**src/rtl/rhs_op_infer_if.sv**
```systemverilog
// Sample/result bundle for rhs_op_infer.
// master drives samples and start; slave returns the inferred table.
interface rhs_op_infer_if #(
   parameter int WIDTH = 8
);
   logic             start;
   logic             in_valid;
   logic             in_ready;
   logic [WIDTH-1:0] lhs_in;
   logic [WIDTH-1:0] rhs_in;
   logic [WIDTH-1:0] res_in;
   logic [3:0]       op_out;
   logic [3:0]       known_mask;
   logic             done;
   logic             conflict;
   logic [7:0]       sample_count;

   modport master (
      output start, in_valid, lhs_in, rhs_in, res_in,
      input  in_ready, op_out, known_mask,
      input  done, conflict, sample_count
   );

   modport slave (
      input  start, in_valid, lhs_in, rhs_in, res_in,
      output in_ready, op_out, known_mask,
      output done, conflict, sample_count
   );
endinterface

```
**src/rtl/rhs_op_infer.sv**
```systemverilog
// Infers a 2-input logic op truth table from (lhs, rhs, res) samples.
// Ports: clk, reset (async, high), bus (slave: samples in, table out).
module rhs_op_infer #(
   parameter int WIDTH = 8
) (
   input logic          clk,
   input logic          reset,
   rhs_op_infer_if.slave bus
);

   typedef enum logic [1:0] {
      IDLE,
      COLLECT,
      DONE,
      CONFLICT
   } state_t;

   state_t     state_q, state_d;
   logic [3:0] op_q, op_d;
   logic [3:0] mask_q, mask_d;
   logic [7:0] cnt_q, cnt_d;

   logic [3:0] has1, has0, seen;
   logic [1:0] idx;
   logic       bad;
   logic       ready;
   logic       accept;

   assign ready  = (state_q == COLLECT) && !bus.start;
   assign accept = ready && bus.in_valid;

   // Which table entries this sample shows as 1 and as 0.
   always_comb begin
      has1 = '0;
      has0 = '0;
      idx  = '0;
      for (int k = 0; k < WIDTH; k++) begin
         idx = {bus.rhs_in[k], bus.lhs_in[k]};
         if (bus.res_in[k]) has1[idx] = 1'b1;
         else               has0[idx] = 1'b1;
      end
   end

   assign seen = has1 | has0;

   // Same entry seen both ways, or disagreeing with a stored entry.
   assign bad = (|(has1 & has0)) ||
                (|(seen & mask_q & (has1 ^ op_q)));

   always_comb begin
      state_d = state_q;
      op_d    = op_q;
      mask_d  = mask_q;
      cnt_d   = cnt_q;
      if (bus.start) begin
         state_d = COLLECT;
         op_d    = '0;
         mask_d  = '0;
         cnt_d   = '0;
      end else if (accept) begin
         if (cnt_q != 8'hFF) cnt_d = cnt_q + 8'd1;
         if (bad) begin
            state_d = CONFLICT;
         end else begin
            op_d   = (op_q & ~seen) | has1;
            mask_d = mask_q | seen;
            if (mask_d == 4'hF) state_d = DONE;
         end
      end
   end

   always_ff @(posedge clk or posedge reset) begin
      if (reset) begin
         state_q <= IDLE;
         op_q    <= '0;
         mask_q  <= '0;
         cnt_q   <= '0;
      end else begin
         state_q <= state_d;
         op_q    <= op_d;
         mask_q  <= mask_d;
         cnt_q   <= cnt_d;
      end
   end

   assign bus.in_ready     = ready;
   assign bus.op_out       = op_q;
   assign bus.known_mask   = mask_q;
   assign bus.done         = (state_q == DONE);
   assign bus.conflict     = (state_q == CONFLICT);
   assign bus.sample_count = cnt_q;

endmodule

```
**src/flat_wrapper.sv**
```systemverilog
// flat-port wrapper written by rule: the top's interface ports become plain ports
module rhs_op_infer_flat 
#(
   parameter int WIDTH = 8
)
  (clk, reset, bus_start, bus_in_valid, bus_lhs_in, bus_rhs_in, bus_res_in, bus_in_ready, bus_op_out, bus_known_mask, bus_done, bus_conflict, bus_sample_count);
  rhs_op_infer_if #(.WIDTH(WIDTH)) bus_i ();
  input logic clk;
  input logic reset;
  input wire logic [$bits(bus_i.start)-1:0] bus_start;
  input wire logic [$bits(bus_i.in_valid)-1:0] bus_in_valid;
  input wire logic [$bits(bus_i.lhs_in)-1:0] bus_lhs_in;
  input wire logic [$bits(bus_i.rhs_in)-1:0] bus_rhs_in;
  input wire logic [$bits(bus_i.res_in)-1:0] bus_res_in;
  output wire logic [$bits(bus_i.in_ready)-1:0] bus_in_ready;
  output wire logic [$bits(bus_i.op_out)-1:0] bus_op_out;
  output wire logic [$bits(bus_i.known_mask)-1:0] bus_known_mask;
  output wire logic [$bits(bus_i.done)-1:0] bus_done;
  output wire logic [$bits(bus_i.conflict)-1:0] bus_conflict;
  output wire logic [$bits(bus_i.sample_count)-1:0] bus_sample_count;
  assign bus_i.start = bus_start;
  assign bus_i.in_valid = bus_in_valid;
  assign bus_i.lhs_in = bus_lhs_in;
  assign bus_i.rhs_in = bus_rhs_in;
  assign bus_i.res_in = bus_res_in;
  assign bus_in_ready = bus_i.in_ready;
  assign bus_op_out = bus_i.op_out;
  assign bus_known_mask = bus_i.known_mask;
  assign bus_done = bus_i.done;
  assign bus_conflict = bus_i.conflict;
  assign bus_sample_count = bus_i.sample_count;
  rhs_op_infer #(.WIDTH(WIDTH)) u_core (.clk(clk), .reset(reset), .bus(bus_i));
endmodule
```
**config.mk**
```make
export PLATFORM = sky130hd
export DESIGN_NAME = rhs_op_infer_flat
export DESIGN_NICKNAME = d
export VERILOG_FILES = /design/src/rtl/rhs_op_infer_if.sv /design/src/rtl/rhs_op_infer.sv /design/src/flat_wrapper.sv
export SDC_FILE = /design/constraint.sdc
export NUM_CORES = 1
export LEC_CHECK = 0
export CAP_MARGIN = 15
export CORE_MARGIN = 4
export CORE_UTILIZATION = 43
export DETAILED_ROUTE_END_ITERATION = 6
export HOLD_SLACK_MARGIN = 0.02
export PLACE_DENSITY = 0.76
export SLEW_MARGIN = 40
export SYNTH_ARGS = -nofsm -noshare
export SYNTH_HDL_FRONTEND = slang
export SYNTH_SLANG_ARGS = --single-unit
```
**constraint.sdc**
```tcl
create_clock -name clk -period 1.64 [get_ports clk]
set_input_delay 0.41 -clock clk [delete_from_list [all_inputs] [get_ports clk]]
set_output_delay 0.41 -clock clk [all_outputs]
set_load 0.03 [all_outputs]
```
==> results.cfg, run 1 <==
[outcome]
status = finished, violations left
violations = negative setup slack

[yosys]
yosys_warnings = 0
syn-cell-area_um2 = 1650
ys_top_cells_by_area = dfrtp_1, nand2_1, nor3b_1
synth_top_cell_by_area = dfrtp_1
synth_top_area_share_pct = 27.4
ys_ff_latch = 18
netlist_instances = 214
synth.distinct_cells = 43
yosysSeqAreaShare_pct = 27.4
syn_avg_cell_area_um2 = 7.69
syn_nets = 243

[worst_setup_path]
cp.required_ns = 1.81
cp-end-kind = flip-flop
crit_path_top_delay_cell = or4_4
crit_type = in -> reg
crit_start = bus_rhs_in[3]
cp_cell_sequence = buf_6 > nor3b_2 > or4_4 > nor4_4 > mux2i_2 > a2111oi_4 > buf_4 > nand4_4 > o31ai_4
rr_startpoint = u_core.bus.known_mask[1]$_DFFE_PP0P_
max_stage_delay_ns = 0.54
start_kind = input pin
cp_max_fo = 8
arrival_ns = 2.52

[routing]
dr_wl_met3_um = 432
drtAntennaViolNets = 0
met1_length_um = 2350
met2_length_um = 2540
drtIter0Drc = 292
avgRoutedWirePerCell_um = 15.0
top_layer = met4
detailroute.via_count = 2075
drtPass1Iterations = 5
vias_per_cell = 5.78
drc = 0
totalWireLength_um = 5370

[die]
fp.dieW_um = 69.9
die_area_um2 = 4880
fp.dieH_um = 69.9
ios = 47
start_util_pct = 44.6
rows = 22
core_um2 = 3690

[placed_design]
gp_congestion = 0.991
port_buffers = 46
dp_cells = 350
dp_hpwl_um = 3970

[flow_run]
drv_cap = 0

[global_routing]
grt_overflow = 0
grt_pass1_vias = 1835
grt_pass1_wl_um = 8490
antenna_found_initial = 0
grt_usage_pct = 20.6
grt_max_degree = 19

[clock_tree]
insertion_delay_ns = 0.25
h-tree-depth = 1
clkTransAtPathRegs_ns = 0.07
tritoncts = done
hold_buffers = 0
cts_sinks = 18
cts_made_buffers = 3
clk_path_buf_depth = 2
clock-root-buffer = clkbuf_8

[cells_and_area]
layout_common_cells = buf_4, nand2_1, nor2_1
final_common_cell = buf_4
syn_to_final_growth_pct = 67.5
fillers = 287
final-instance-count-excl-fill = 359
final_layout_size_suffix_gt1_share_pct = 32.5
nets = 341
diodes = 0

[sta]
setup_ws_ns = -0.713
max_freq_mhz = 425
skew_ns = 0.00244
timing.hold.ws_ns = 0.473
period_needed_ns = 2.35
tightest_slew_ns = 0.551
setup_viol = 11
finalMaxSlewViolations = 0
finalHoldViolations = 0
maxSlewHeadroom_pct = 63.2
rsz0062_at_grt = yes
fin_crit_sh_pct = 143

[power]
fin_total_pwr_uw = 1500
p_leak_uw = 0.00131
peakVddDrop_mv = 0.472
cellPowerDensity_nw_per_um2 = 544

[min_path]
hold_path_class = in -> async
synthesized netlist by cell type:
cell type	count
a41o_1	3
nand3b_1	11
a22oi_1	4
a21o_1	2
nor3_2	1
o31ai_1	1
nand2b_1	2
nor2_1	22
nor3b_1	12
buf_2	2
o32ai_1	3
nor2b_1	3
dfrtp_1	18
or3_1	2
a41oi_1	1
o21ai_0	4
nor4_1	4
or4_4	1
mux2i_2	1
inv_1	6
o21ai_1	5
and2b_1	1
o31ai_2	3
ha_1	1
o21a_1	1
o2bb2ai_1	3
nand2_1	32
a21oi_1	7
nand4_4	1
nor3_1	8
and3_1	7
nor4_4	1
a311o_1	1
clkbuf_1	10
a2111oi_4	1
o31a_1	1
a31oi_1	3
and4_1	2
nand4_1	5
nand3_1	5
and2_1	2
o22ai_1	7
xor2_1	4
registers in the layout, summed over array words and instances (netlist names):
signal                   flops
u_core.state_q               2
u_core.bus.known_mask        4
u_core.bus.sample_count      8
u_core.bus.op_out            4
layout make-up:
type                            count  area, µm²  area share, %
Tap cell                           48       60.1           2.18
Inverter                            6       22.5          0.817
Timing Repair Buffer              105        896           32.5
Sequential cell                    18        450           16.3
Multi-Input combinational cell    178       1270           46.2
Clock buffer                        4       55.1           2.00
power breakdown:
group / switching [µW] / internal [µW]
sequential: 15.3 / 458
combinational: 337 / 323
clock: 152 / 213
total: 504 / 994
stage by stage:
step	setup TNS [ns]	setup WS, ns	util (%)	instance area [µm²]
6_report	-6.51	-0.713	74.7	2760
5_1_grt	-7.89	-0.825	74.7	2760
4_1_cts	-7.28	-0.803	70.4	2590
3_5_place_dp	-15.22	-1.21	69.1	2550
3_3_place_gp	-14.55	-1.15	69.1	2550
2_1_floorplan	-8.65	-0.751	-	1720
worst max-delay path: cells and delay by family:
family / cells / cell delay [ns]
mux: 1 / 0.15
simple gates: 4 / 1.11
compound gates: 2 / 0.56
buf+inv: 2 / 0.30
per-layer routing:
layer  vias up  global-route usage [%]
li1       1002                       -
met1       977                    30.1
met2        90                    31.8
met3         6                    3.88
met4         0                    4.04
met5         -                       0
logic make-up after synthesis:
logic type,count (synthesis),synth area share (%)
muxes,1,0.836
adders and majority gates,1,0.760
buffers and inverters,18,4.26
xor gates and xnor gates,4,2.13
DFF,18,27.4
and+or+nand+nor,122,41.7
AOI/OAI and AO/OA,50,23.0
repair_timing:
action / 4_1_cts / 5_1_grt
buffers inserted: 0 / 5
gates resized for setup: 62 / 33
pin swaps: 8 / 12
endpoints found under the setup margin: 33 / 16
final timing paths:
| path | slack [ns] | end | depth (start not counted) |
|---|---|---|---|
| hold / removal | 0.47 | u_core.state_q[0]$_DFFE_PP0P_ | 3 |
| max in group asynchronous | 0.97 | u_core.bus.sample_count[1]$_DFFE_PP0P_ | 3 |
| min in group clk | 0.60 | u_core.bus.sample_count[6]$_DFFE_PP0P_ | 2 |
| setup reg to reg | -0.06 | u_core.bus.op_out[2]$_DFFE_PP0P_ | 6 |
| hold reg to reg | 0.60 | u_core.bus.sample_count[6]$_DFFE_PP0P_ | 2 |
| setup / recovery | -0.71 | u_core.bus.op_out[2]$_DFFE_PP0P_ | 9 |
Note: power is estimated with default switching activity, not from simulation.
==> run 2: changes to the inputs <==
--- a/config.mk
+++ b/config.mk
@@ -10,6 +10,7 @@
 export CORE_UTILIZATION = 43
 export DETAILED_ROUTE_END_ITERATION = 6
 export HOLD_SLACK_MARGIN = 0.02
+export MAX_ROUTING_LAYER = met4
 export PLACE_DENSITY = 0.76
 export SLEW_MARGIN = 40
 export SYNTH_ARGS = -nofsm -noshare
==> results.cfg, run 2 (synthesized netlist as in run 1, its figures left out) <==
[die]
fp.dieW_um = 69.9
start_util_pct = 44.6
ios = 47
core_um2 = 3690
rows = 22
die_area_um2 = 4880
fp.dieH_um = 69.9

[worst_setup_path]
cp.buffers_inverters = 2
cp-end-kind = flip-flop
cp_max_fo = 8
crit_path_top_delay_cell = or4_4
start_kind = input pin
crit_family = simple AND/OR/NAND/NOR gates
max_stage_delay_ns = 0.54
arrival_ns = 2.39
cp.required_ns = 1.81
cp_cell_sequence = buf_6 > nor3b_4 > or4_4 > nor4_4 > mux2i_2 > a2111oi_4 > buf_4 > nand4_4 > o31ai_2
crit_type = in -> reg

[cells_and_area]
nets = 352
largest_reg_flops = 8
final-instance-count-excl-fill = 370
layout_common_cells = buf_4, nand2_1, nor2_1
final_layout_size_suffix_gt1_share_pct = 37.3
final_common_cell = buf_4
syn_to_final_growth_pct = 70.5
diodes = 0

[placed_design]
dp_hpwl_um = 4070
port_buffers = 46
gp_congestion = 0.999
dp_cells = 349

[clock_tree]
hold_buffers = 0
cts_sinks = 18
cts_made_buffers = 3
tritoncts = done
clock-root-buffer = clkbuf_8
clkTransAtPathRegs_ns = 0.08
clk_path_buf_depth = 2
h-tree-depth = 1
insertion_delay_ns = 0.27

[sta]
setup_ws_ns = -0.572
finalHoldViolations = 0
max_freq_mhz = 452
period_needed_ns = 2.21
maxSlewHeadroom_pct = 64.8
rsz0062_at_grt = yes
setup_viol = 12
skew_ns = 0.00879
fin_crit_sh_pct = 135
tightest_slew_ns = 0.527
finalMaxSlewViolations = 0
tns_ns = -5.42

[outcome]
violations = negative setup slack
status = finished, violations left

[routing]
detailroute.via_count = 2072
avgRoutedWirePerCell_um = 15.7
drtIter0Drc = 147
drtPass1Iterations = 4
vias_per_cell = 5.60
drc = 0
drtAntennaViolNets = 0
totalWireLength_um = 5810

[global_routing]
antenna_found_initial = 0
grt_max_degree = 19
grt_overflow = 0
grt_usage_pct = 23.7
grt_pass1_vias = 1928
grt_pass1_wl_um = 9250

[power]
p_leak_uw = 0.00136
fin_total_pwr_uw = 1560
peakVddDrop_mv = 0.725
cellPowerDensity_nw_per_um2 = 557

[min_path]
hold_path_class = in -> async

[flow_run]
drv_cap = 0
[run 2: final timing paths]
path / start / to / slack, ns / cells after the start
worst min register to register: u_core.bus.known_mask[0]$_DFFE_PP0P_ / u_core.bus.known_mask[0]$_DFFE_PP0P_ / 0.63 / 1
worst max-delay path: bus_rhs_in[5] / u_core.bus.op_out[3]$_DFFE_PP0P_ / -0.57 / 9
max in group asynchronous: reset / u_core.bus.sample_count[1]$_DFFE_PP0P_ / 0.97 / 3
min in group clk: u_core.bus.known_mask[0]$_DFFE_PP0P_ / u_core.bus.known_mask[0]$_DFFE_PP0P_ / 0.63 / 1
worst max register to register: u_core.state_q[1]$_DFFE_PP0P_ / u_core.bus.sample_count[5]$_DFFE_PP0P_ / -0.03 / 7
worst min-delay path: reset / u_core.bus.sample_count[6]$_DFFE_PP0P_ / 0.46 / 3
[run 2: stage by stage]
| step | worst slack (ns) | cell area [µm²] | util [%] | hold slack (ns) |
|---|---|---|---|---|
| 2_1_floorplan | -0.751 | 1720 | - | 0.349 |
| 3_3_place_gp | -1.15 | 2540 | 68.9 | 0.511 |
| 3_5_place_dp | -1.21 | 2540 | 68.9 | 0.530 |
| 4_1_cts | -0.727 | 2690 | 73.0 | 0.465 |
| 5_1_grt | -0.733 | 2810 | 76.1 | 0.498 |
| 6_report | -0.572 | 2810 | 76.1 | 0.460 |
[run 2: per-layer routing]
| layer | up-vias | part of all wire [%] | global-route usage, % |
|---|---|---|---|
| li1 | 1012 | - | - |
| met2 | 70 | 48 | 36.1 |
| met3 | 7 | 5.9 | 4.60 |
| met1 | 983 | 45 | 33.5 |
| met5 | - | 0 | - |
| met4 | 0 | 0.77 | 3.40 |
[run 2: repair_timing]
item	CTS	global route
endpoints found under the setup margin	33	18
gates resized for setup	67	31
pin swaps	14	15
buffers inserted	14	6
gates cloned	0	0
[run 2: tightest hold or removal path: stages]
cell,delay [ns]
clkdlybuf4s50_1,0.40
inv_1,0.05
buf_4,0.25
[run 2: cell type report]
type	count	area, µm²
clock buffers	4	55.1
fillers	271	883
inverters	6	22.5
multi-input cells	178	1260
flip-flops and latches	18	450
well taps	48	60.1
repair buffers	116	958
[run 2: power breakdown]
part           total (µW)  switching, µW  internal (µW)
clock                 383            169            214
combinational         705            343            362
sequential            473           15.5            458
total                1560            528           1030
==> RTL edit: new RTL, flow settings as in run 2 <==
Encoding of `state_t`: now one-hot (4 bits for 4 states).
--- a/src/rtl/rhs_op_infer.sv
+++ b/src/rtl/rhs_op_infer.sv
@@ -10,7 +10,7 @@
 
-   typedef enum logic [1:0] {
-      IDLE,
-      COLLECT,
-      DONE,
-      CONFLICT
+   typedef enum logic [3:0] {
+      IDLE     = 4'b0001,
+      COLLECT  = 4'b0010,
+      DONE     = 4'b0100,
+      CONFLICT = 4'b1000
    } state_t;
Behaviour: no difference found for any inputs over 10 cycles, from zero or initial values and one cycle with reset high; not proved beyond that.
==> RTL edit against run 2 <==
First-iteration DRC count is 44% higher. Design area is 12% higher. Total power is 18% higher. Worst setup slack worse by 0.054 ns. Clock power hardly changed. The run still ends with setup timing left. Largest power group unchanged. Sequential cell count is 2 higher. Combinational power is 28% higher. Area after synthesis is 7.1% higher. Hold slack better by 0.022 ns. Wire length is 30% higher.
==> RTL edit: results (changes against run 2) <==
| Metric | Value |
|---|---|
| Status | finished with violations |
| Failing checks | setup timing |
| CTS root buf | clkbuf_8 |
| HPWL after DPL | 4.41 mm (+8.3%) |
| Worst Path Arrival | 2.42 ns (+0.03 ns) |
| Vias in the first global route | 2239 (+16%) |
| Comb pwr | 0.000903 W (+28%) |
| Pre-CTS setup slack | -1.21 ns (-0.00313 ns) |
| Setup WS post-layout | -0.626 ns (-0.0538 ns) |
| Clock power share | 20.8% (-3.7 points) |
| Synth Area in Adders | 0.710% (-0.051 points) |
| Deepest clock path buffer count | 2 (unchanged) |
| Num Clock Sinks | 20 (+2) |
| Fraction of synthesized cell area in xor and xnor cells | 1.99% (-0.14 points) |
| Initial antenna violation count | 0 (unchanged) |
| Largest net degree at the start of global routing | 21 (+2) |
| Syn nets | 257 (+5.8%) |
| CP delay by family, top | compound AO/OA/AOI/OAI gates |
| Post-synthesis compound-gate area fraction | 15.3% (-7.6 points) |
| Total Routing Usage GR | 26.7% (+3.0 points) |
| Class of the worst hold path | input pin to async pin |
| CP max-delay cell | o311ai_2 |
| Setup violators final | 21 (+9) |
| Via count | 2340 (+13%) |
| Mux contribution to synthesized area | 1.85% (+1.0 points) |
| Max reg flops | 8 (unchanged) |
| CP max stage delay | 0.36 ns (-0.18 ns) |
| Slew @ Worst Pin | 0.436 ns (-0.0906 ns) |
| First-pass GRT wire length | 10.5 mm (+14%) |
| Share of cells above drive strength 1 | 49.0% (+12 points) |
| Peak supply drop | 0.442 mV (-39%) |
| Syn avg cell area | 7.73 sq um (+0.57%) |
| Initial DRC Count | 212 (+44%) |
| Filler cells | 248 (-8.5%) |
| Post-Layout Cell Count | 389 (+5.1%) |
| TritonRoute pass-1 iters | 5 (+1) |
| P_leak | 1.39 nW (+2.3%) |
| Sw power | 0.000673 W (+27%) |
| Nets | 369 (+4.8%) |
| Drt wl/cell | 19.3 microns (+23%) |
| Gpl congestion | 0.979 (-2.0%) |
| Setup Skew | 0.00166 ns (-0.00713 ns) |
| Synth top area cells | dfrtp_1 (27%), nand3b_1 (8.1%), nor2_1 (6.2%) |
| Count of cell types in the netlist | 44 (+2.3%) |
| Seq/Total Area, Yosys | 28.5% (+1.1 points) |
| Synth cell count leaders | nor2_1 (29), nand2_1 (22), dfrtp_1 (19), nand3b_1 (19), nand3_1 (14) |
RTL edit: metrics by stage:
stage / total power (W) / instance area, sq um / TNS [ns]
2_1_floorplan: 0.000917 / 1910 / -7.33
3_3_place_gp: 0.00122 / 2760 / -13.67
3_5_place_dp: 0.00124 / 2760 / -15.16
4_1_cts: 0.00171 / 3010 / -4.90
5_1_grt: 0.00191 / 3140 / -7.70
6_report: 0.00184 / 3140 / -6.35
RTL edit: cell type report:
class | instances | area share (%)
Clock buffer | 4 | 1.75
Inverter | 8 | 0.956
Multi-Input combinational cell | 184 | 48.2
Sequential cell | 20 | 16.0
Tap cell | 50 | 1.99
Timing Repair Buffer | 123 | 31.1
RTL edit: timing repair:
| item | CTS | global route |
|---|---|---|
| buffers inserted | 12 | 5 |
| setup endpoints to repair | 37 | 24 |
| pin swaps | 32 | 18 |
| gates resized for setup | 147 | 52 |
RTL edit: routing by layer:
| metal | vias to the layer above | GRT usage [%] | part of all wire, % |
|---|---|---|---|
| met5 | - | - | 0 |
| met4 | 0 | 8.77 | 3.7 |
| met3 | 34 | 5.96 | 7.4 |
| met2 | 118 | 44.9 | 50 |
| met1 | 1127 | 31.5 | 39 |
| li1 | 1061 | - | - |
RTL edit: path summary, 6_finish.rpt:
check | start | slack (ns) | end | depth (start not counted)
setup / recovery | bus_rhs_in[3] | -0.63 | u_core.bus.op_out[1] | 11
hold / removal | reset | 0.48 | u_core.bus.op_out[2] | 3
setup reg to reg | u_core.bus.op_out[3] | -0.34 | u_core.bus.op_out[1] | 9
hold reg to reg | u_core.bus.sample_count[6] | 0.57 | u_core.bus.sample_count[6] | 2
max in group asynchronous | reset | 0.88 | u_core.state_q[0] | 3
min in group clk | u_core.bus.sample_count[6] | 0.57 | u_core.bus.sample_count[6] | 2
